File: config.mk
export PLATFORM = sky130hd
export DESIGN_NAME = spi_lcd_peripheral_rx
export DESIGN_NICKNAME = d
export VERILOG_FILES = /design/src/rtl/spi_lcd_peripheral_rx.sv
export SDC_FILE = /design/constraint.sdc
export NUM_CORES = 1
export LEC_CHECK = 0
export ABC_AREA = 1
export BUFFER_PORTS_ARGS = -buffer_cell sky130_fd_sc_hd__buf_2
export CORE_MARGIN = 8
export CORE_UTILIZATION = 25
export CTS_CLUSTER_DIAMETER = 80
export CTS_CLUSTER_SIZE = 30
export DETAILED_ROUTE_END_ITERATION = 8
export PLACE_DENSITY = 0.41
export SYNTH_ARGS = -nofsm -noshare
export SYNTH_HDL_FRONTEND = slang
export SYNTH_SLANG_ARGS = --single-unit
File: constraint.sdc
create_clock -name clk -period 2 [get_ports clk]
set_clock_uncertainty 0.1 [all_clocks]
set_input_delay 0.1 -clock clk [delete_from_list [all_inputs] [get_ports clk]]
set_output_delay 0.1 -clock clk [all_outputs]
set_load 0.1 [all_outputs]
File: src/rtl/spi_lcd_peripheral_rx.sv
// Receive-only SPI mode-0 peripheral for the LCD link: synchronizes the pins,
// assembles MSB-first bytes tagged with the DC flag and buffers them in a small FIFO.
module spi_lcd_peripheral_rx #(
  parameter int FIFO_DEPTH = 4,
  parameter int PTR_WIDTH  = 2
) (
  input  logic                 clk,
  input  logic                 reset_n,
  input  logic                 spi_clk,
  input  logic                 spi_mosi,
  input  logic                 spi_cs_n,
  input  logic                 lcd_dc,
  output logic [7:0]           rx_data,
  output logic                 rx_dc,
  output logic                 rx_valid,
  input  logic                 rx_ready,
  output logic [PTR_WIDTH:0]   rx_level,
  output logic                 rx_busy,
  output logic                 overflow,
  output logic                 frame_err,
  input  logic                 clear_err
);

  typedef enum logic [1:0] {IDLE, RECV, PUSH} state_e;

  localparam logic [PTR_WIDTH:0] FULL_LEVEL = (PTR_WIDTH+1)'(FIFO_DEPTH);

  // Synchronizer chains: bit 0 = s1, bit 1 = s2, bit 2 = s3.
  logic [2:0] sclk_q, sclk_d;
  logic [2:0] cs_q, cs_d;
  logic [1:0] mosi_q, mosi_d;
  logic [1:0] dc_q, dc_d;

  state_e               state_q, state_d;
  logic [3:0]           bit_cnt_q, bit_cnt_d;
  logic [7:0]           shift_q, shift_d;
  logic [8:0]           stage_q, stage_d;
  logic [PTR_WIDTH-1:0] wr_ptr_q, wr_ptr_d;
  logic [PTR_WIDTH-1:0] rd_ptr_q, rd_ptr_d;
  logic [PTR_WIDTH:0]   count_q, count_d;
  logic                 overflow_q, overflow_d;
  logic                 frame_err_q, frame_err_d;

  logic [8:0] mem [FIFO_DEPTH];

  logic sclk_rise, cs_rise, cs_low;
  logic push, pop, accept;
  logic [7:0] next_shift;

  assign sclk_rise  = sclk_q[1] & ~sclk_q[2];
  assign cs_rise    = cs_q[1] & ~cs_q[2];
  assign cs_low     = ~cs_q[1];
  assign next_shift = {shift_q[6:0], mosi_q[1]};

  assign rx_valid = (count_q != '0);
  assign push     = (state_q == PUSH);
  assign pop      = rx_valid & rx_ready;
  // A full FIFO still takes the new entry when the head leaves in the same cycle.
  assign accept   = push & ((count_q != FULL_LEVEL) | pop);

  always_comb begin
    sclk_d      = {sclk_q[1:0], spi_clk};
    cs_d        = {cs_q[1:0], spi_cs_n};
    mosi_d      = {mosi_q[0], spi_mosi};
    dc_d        = {dc_q[0], lcd_dc};
    state_d     = state_q;
    bit_cnt_d   = bit_cnt_q;
    shift_d     = shift_q;
    stage_d     = stage_q;
    frame_err_d = 1'b0;

    unique case (state_q)
      IDLE: begin
        bit_cnt_d = '0;
        if (cs_low) state_d = RECV;
      end
      RECV: begin
        if (cs_rise) begin
          frame_err_d = (bit_cnt_q != '0);
          bit_cnt_d   = '0;
          state_d     = IDLE;
        end else if (sclk_rise && cs_low) begin
          shift_d = next_shift;
          if (bit_cnt_q == 4'd7) begin
            stage_d   = {dc_q[1], next_shift};
            bit_cnt_d = '0;
            state_d   = PUSH;
          end else begin
            bit_cnt_d = bit_cnt_q + 4'd1;
          end
        end
      end
      PUSH: state_d = cs_low ? RECV : IDLE;
      default: state_d = IDLE;
    endcase

    wr_ptr_d = accept ? wr_ptr_q + 1'b1 : wr_ptr_q;
    rd_ptr_d = pop ? rd_ptr_q + 1'b1 : rd_ptr_q;
    unique case ({accept, pop})
      2'b10:   count_d = count_q + 1'b1;
      2'b01:   count_d = count_q - 1'b1;
      default: count_d = count_q;
    endcase

    // Clear wins over a same-cycle drop.
    if (clear_err)             overflow_d = 1'b0;
    else if (push && !accept)  overflow_d = 1'b1;
    else                       overflow_d = overflow_q;
  end

  // NOTE: sequential state uses non-blocking assignments only, so every flop samples pre-edge values.
  always_ff @(posedge clk or negedge reset_n) begin
    if (!reset_n) begin
      sclk_q      <= '0;
      cs_q        <= '1;  // idle = deselected, keeps rx_busy low in reset
      mosi_q      <= '0;
      dc_q        <= '0;
      state_q     <= IDLE;
      bit_cnt_q   <= '0;
      shift_q     <= '0;
      stage_q     <= '0;
      wr_ptr_q    <= '0;
      rd_ptr_q    <= '0;
      count_q     <= '0;
      overflow_q  <= 1'b0;
      frame_err_q <= 1'b0;
    end else begin
      sclk_q      <= sclk_d;
      cs_q        <= cs_d;
      mosi_q      <= mosi_d;
      dc_q        <= dc_d;
      state_q     <= state_d;
      bit_cnt_q   <= bit_cnt_d;
      shift_q     <= shift_d;
      stage_q     <= stage_d;
      wr_ptr_q    <= wr_ptr_d;
      rd_ptr_q    <= rd_ptr_d;
      count_q     <= count_d;
      overflow_q  <= overflow_d;
      frame_err_q <= frame_err_d;
    end
  end

  // NOTE: storage has no reset; occupancy is tracked by the reset pointers and the head is masked when empty.
  always_ff @(posedge clk) begin
    if (accept) mem[wr_ptr_q] <= stage_q;
  end

  assign rx_data   = rx_valid ? mem[rd_ptr_q][7:0] : 8'h00;
  assign rx_dc     = rx_valid ? mem[rd_ptr_q][8] : 1'b0;
  assign rx_level  = count_q;
  assign rx_busy   = cs_low;
  assign overflow  = overflow_q;
  assign frame_err = frame_err_q;

endmodule

* Yosys cells after proc, flatten, opt, wreduce, memory -nomap -nowiden
Memory sizes are Yosys's and may differ from the RTL's.
Cells that the tools add are included.
** Word-level totals
- Register bits after elaboration :: 41
- Memory bits (writable) :: 36
- Input port bits :: 8
- Output and inout bits :: 16
- Word-level logic and storage cells :: 69
- Memories :: 1
** Memory list
- mem :: depth 4, width 9, read ports 1, clocked after Yosys merged registers in 0, write ports 1, line 44 : logic [8:0] mem [FIFO_DEPTH];
** Cells by class
- $add $sub $neg :: 5
- Equality and inequality tests :: 9
- Muxes and demuxes :: 19
- Bitwise gates (word level) :: 9
- Reduce and logical (&&, ||, !) cells :: 13
** Operator list (number)
- 4-bit 2-to-1 mux :: 3
- 3-bit != test (second input constant) :: 3
- 1-bit 2-to-1 mux :: 8
- 2-bit 2-to-1 mux :: 4
- 8-bit 2-to-1 mux :: 1
- 4-bit one-hot mux with 2 select lines :: 1
- 2-bit one-hot mux with 3 select lines :: 1
- 3-bit one-hot mux with 2 select lines :: 1
- 3-bit AND reduction :: 2
- 2-bit nonzero test :: 3
- 2-bit by 1-bit adder with 2-bit output (second input constant) :: 2
- 4-bit by 1-bit adder with 4-bit output (second input constant) :: 1
- 1-bit AND :: 4
- 2-bit by 1-bit equality test with 1-bit output (second input constant) :: 2
- 2-bit equality test (second input constant) :: 2
- 4-bit by 3-bit equality test with 1-bit output (second input constant) :: 1
- 1-bit NOT :: 4
- 4-bit AND reduction :: 1
- 4-bit nonzero test :: 1
- 3-bit by 1-bit adder with 3-bit output (second input constant) :: 1
- 3-bit nonzero test :: 1
- 3-bit by 1-bit subtractor with 3-bit output (second input constant) :: 1
- 1-bit logical AND :: 2
- 2-bit zero test :: 1
- other kinds (4) :: 4

* Depth between registers and ports, before layout
- Word-level depth :: 8
- Gate-level depth with buffers :: 10
- Depth with buffers taken out :: 10

* Worst setup path before layout
OpenSTA, ideal clock, no wires.
- Path type :: register -> output
- Start point :: reg count_q[0] (netlist: rx_level[0])
- End point :: out rx_data[0]
- Data arrival time :: 2971 ps
- Data required time :: 1800 ps
- Path slack :: -1171 ps
- Cell stages (with the launch flop) :: 6
- Buffers on the path :: 1
- Cell sequence :: dfrtp_1 > inv_1 > nand2_1 > nor2_1 > buf_2 > a21oi_1
** On the way
- Longest elaborated chain between the ends :: 2
** RTL lines
- start: declaration :: line 40 : logic [PTR_WIDTH:0] count_q, count_d;
- start signal: assignment :: line 138 : count_q <= count_d;
- 3-bit nonzero test :: line 55 : assign rx_valid = (count_q != '0);
- 8-bit 2-to-1 mux :: line 149 : assign rx_data = rx_valid ? mem[rd_ptr_q][7:0] : 8'h00;
- end: declaration :: line 13 : output logic [7:0] rx_data,
No other way between the ends.

* Final worst setup path
- Start point :: reg rd_ptr_q[0]
- End point :: out rx_data[3]
** On the way
- Longest elaborated chain between the ends :: 2
** RTL lines
- start: declaration :: line 39 : logic [PTR_WIDTH-1:0] rd_ptr_q, rd_ptr_d;
- start signal: assignment :: line 137 : rd_ptr_q <= rd_ptr_d;
- memory 4 x 9 bit
- 8-bit 2-to-1 mux :: line 149
No other way between the ends.

==> flow_metrics.py <==
metrics = {
    "status": {
        "status": "finished clean",
    },
    "logic_synthesis": {
        "synthCells": 279,
        "synthAdderAreaFrac": 0.0342,
        "syn_area_per_cell_um2": 11.3,
        "synth-async-reset-ratio": 0.532,
        "ys.flop_type": "dfrtp_1",
        "synth-seq-cells": 77,
        "yosysSeqAreaShare": 0.672,
        "synth_edf_count": 36,
        "netlist_area_mm2": 0.00314,
        "yosys.area_share.simple": 0.134,
        "synth_compound_area_frac": 0.0928,
        "synth_top_family_by_area": "simple AND/OR/NAND/NOR gates",
        "synthXorXnorAreaFrac": 0.0167,
        "synth_warnings": 0,
        "ys_types": 26,
        "syn_nets": 295,
        "muxShareOfSynthArea": 0,
    },
    "routing": {
        "routed_wl_mm": 5.98,
        "firstDrtPassIters": 5,
        "avgViaCountPerCell": 3.89,
        "drc_errors": 0,
        "vias": 1986,
        "initialDrtViolationCount": 106,
        "antenna_left": 0,
        "avgRoutedWirePerCell_um": 11.7,
    },
    "cts": {
        "clk_pin_slew_worst_paths_ns": 0.06,
        "h-tree-depth": 3,
        "cts_root_buffer": "clkbuf_16",
        "cts_tree": "built",
        "cts_inserted_buffers": 9,
        "cts.sinks": 77,
        "cts_buffer_depth": 2,
        "worst_skew_pair.late_latency_ns": 0.33,
    },
    "timing": {
        "max_slew_margin": 0.635,
        "min_period_over_period": 0.956,
        "fmax_mhz": 523,
        "worst_slew_pin_slew_ns": 0.548,
        "finalSetupTns_ns": 0,
        "hold_violations": 0,
        "period_minus_slack_ns": 1.91,
        "maxSlewViolCount": 0,
        "setup_viol": 0,
    },
    "layout": {
        "drive_gt1_frac": 0.298,
        "design_area_mm2": 0.00421,
        "layout_commonest_cell": "nor2_1",
        "fin_nets": 350,
        "diodes": 0,
        "syn_to_final_growth_pct": 33.9,
        "layout_common_cells": "49 x nor2_1, 36 x edfxtp_1, 35 x nand2_1",
    },
    "pwr": {
        "comb_power_share": 0.482,
        "internal-power_w": 0.00375,
        "netSwitchingPower_w": 0.00293,
        "p_per_area_mw_per_mm2": 1590,
        "peakVddDrop_v": 0.000480,
        "switching_share": 0.439,
        "p_clk_frac": 0.228,
        "seqPwrFrac": 0.291,
        "p_leak_nw": 1.78,
    },
    "setup_path": {
        "crit_chain": "clkinvlp_4, buf_4, o21ai_0, a21oi_4, buf_12",
        "cpMaxStageDelayCell": "dfrtp_2",
        "critPathLaunchType": "flip-flop",
        "end_kind": "output pin",
        "crit_type": "flip-flop to output pin",
        "critPathMaxFanout": 16,
        "r2r_cells": 10,
        "cp_data_arrival_time_ns": 1.71,
        "worstPathRequired_ns": 1.80,
        "cpPeakStageDelay_ns": 0.47,
    },
    "placement": {
        "post-dp-hpwl_mm": 4.11,
        "io_buffers": 23,
        "gp_congestion": 0.710,
        "placed_cell_area_mm2": 0.00373,
    },
    "die": {
        "initial_utilization": 0.252,
        "ios": 24,
        "coreArea_mm2": 0.0125,
        "die_x_um": 128,
        "dieArea_mm2": 0.0164,
        "die_y_um": 128,
        "row_count": 41,
    },
    "hold_path": {
        "hold_class": "input port to asynchronous set/reset pin",
    },
    "job": {
        "maxCapViolCount": 0,
    },
    "global_routing": {
        "grt.total_usage": 0.0797,
        "antenna_found_initial": 0,
        "grt_pass1_vias": 2043,
        "grt_pass1_wl_mm": 10.2,
        "overflow": 0,
        "grt_start_max_net_pins": 22,
    },
}
repair_timing:
item	CTS	global route
setup buffers	2	9
setup endpoints to repair	9	12
gates cloned	0	0
gates resized for setup	3	9
hold endpoints to repair	22	0
pin swaps	0	5
hold buffers	7	0
cell type report:
cell class / count / area (um2)
clock buffers: 9 / 225
multi-input cells: 164 / 968
inverters: 31 / 124
flip-flops and latches: 77 / 2120
repair buffers: 51 / 494
fillers: 1257 / 8260
well taps: 172 / 215
clock inverters: 7 / 58.8
cells in the mapped netlist, types with 2 or more instances:
library cell | count | area share
nor2_1 | 52 | 0.062
dfrtp_1 | 38 | 0.30
edfxtp_1 | 36 | 0.34
nand2_1 | 36 | 0.043
o21ai_0 | 31 | 0.049
inv_1 | 29 | 0.035
a21oi_1 | 15 | 0.024
ha_1 | 7 | 0.028
o21ai_2 | 6 | 0.017
xor2_1 | 4 | 0.011
buf_2 | 3 | 0.0048
dfstp_2 | 3 | 0.025
nand3_1 | 3 | 0.0048
clkbuf_1 | 2 | 0.0024
nand2_2 | 2 | 0.0040
xnor2_1 | 2 | 0.0056
power groups by stage:
stage | clock (W) | combinational [W] | sequential [W]
floorplan | 0 | 0.00192 | 0.00215
global route | 0.00164 | 0.00341 | 0.00196
global placement | 0 | 0.00304 | 0.00196
detailed placement | 0 | 0.00304 | 0.00196
finish | 0.00152 | 0.00321 | 0.00194
CTS | 0.00157 | 0.00309 | 0.00194
through the flow:
stage / std cells / setup slack, ns / util / total power [W] / hold WS, ns
after floorplan: 279 / -0.128 / - / 0.00407 / -0.296
after global placement: 477 / 0.129 / 0.299 / 0.00500 / 0.0273
after detailed placement: 477 / 0.0826 / 0.299 / 0.00501 / 0.0293
after CTS: 502 / 0.00122 / 0.329 / 0.00660 / 0.120
after global routing: 511 / -0.0145 / 0.337 / 0.00701 / 0.229
final: 511 / 0.0873 / 0.337 / 0.00667 / 0.192
flip-flops by register name, summed over array words and instances (netlist names):
| name | count |
|---|---|
| sclk_q | 3 |
| mem | 36 |
| rd_ptr_q | 2 |
| dc_q | 2 |
| bit_cnt_q | 4 |
| overflow | 1 |
| wr_ptr_q | 2 |
| mosi_q | 2 |
| shift_q | 7 |
| stage_q | 9 |
| rx_level | 3 |
| cs_q | 3 |
| state_q | 2 |
| frame_err | 1 |
layer usage:
layer / vias up / share of wire / GRT usage
li1: 1027 / - / -
met1: 929 / 0.48 / 0.100
met2: 24 / 0.46 / 0.123
met3: 6 / 0.038 / 0.0245
met4: 0 / 0.015 / 0.0357
met5: - / 0 / 0
kinds of logic after synthesis:
group / after synthesis
adder cells (fa/ha/maj): 8
XOR/XNOR: 6
AND/OR/NAND/NOR: 97
AO/OA/AOI/OAI: 53
flip-flops: 77
buffers and inverters: 38
final timing paths:
check                                             start                       to  slack (ns)
worst max register to register  rx_level[0]$_DFFE_PN0P_  rx_level[2]$_DFFE_PN0P_        0.10
max in group asynchronous                       reset_n  rd_ptr_q[0]$_DFFE_PN0P_        1.09
worst min register to register        dc_q[0]$_DFF_PN0_        dc_q[1]$_DFF_PN0_        0.25
min in group clk                               rx_ready  rd_ptr_q[0]$_DFFE_PN0P_        0.24
worst max-delay path            rd_ptr_q[0]$_DFFE_PN0P_               rx_data[3]        0.09
worst min-delay path                            reset_n      mosi_q[0]$_DFF_PN0_        0.19
worst max-delay path: cells and delay by family, from the launching register on:
| family | cells | cell delay [ns] |
|---|---|---|
| buffers and inverters | 3 | 0.49 |
| flip-flops | 1 | 0.47 |
| AO/OA/AOI/OAI | 2 | 0.43 |
Note: power is estimated with default switching activity, not from simulation.
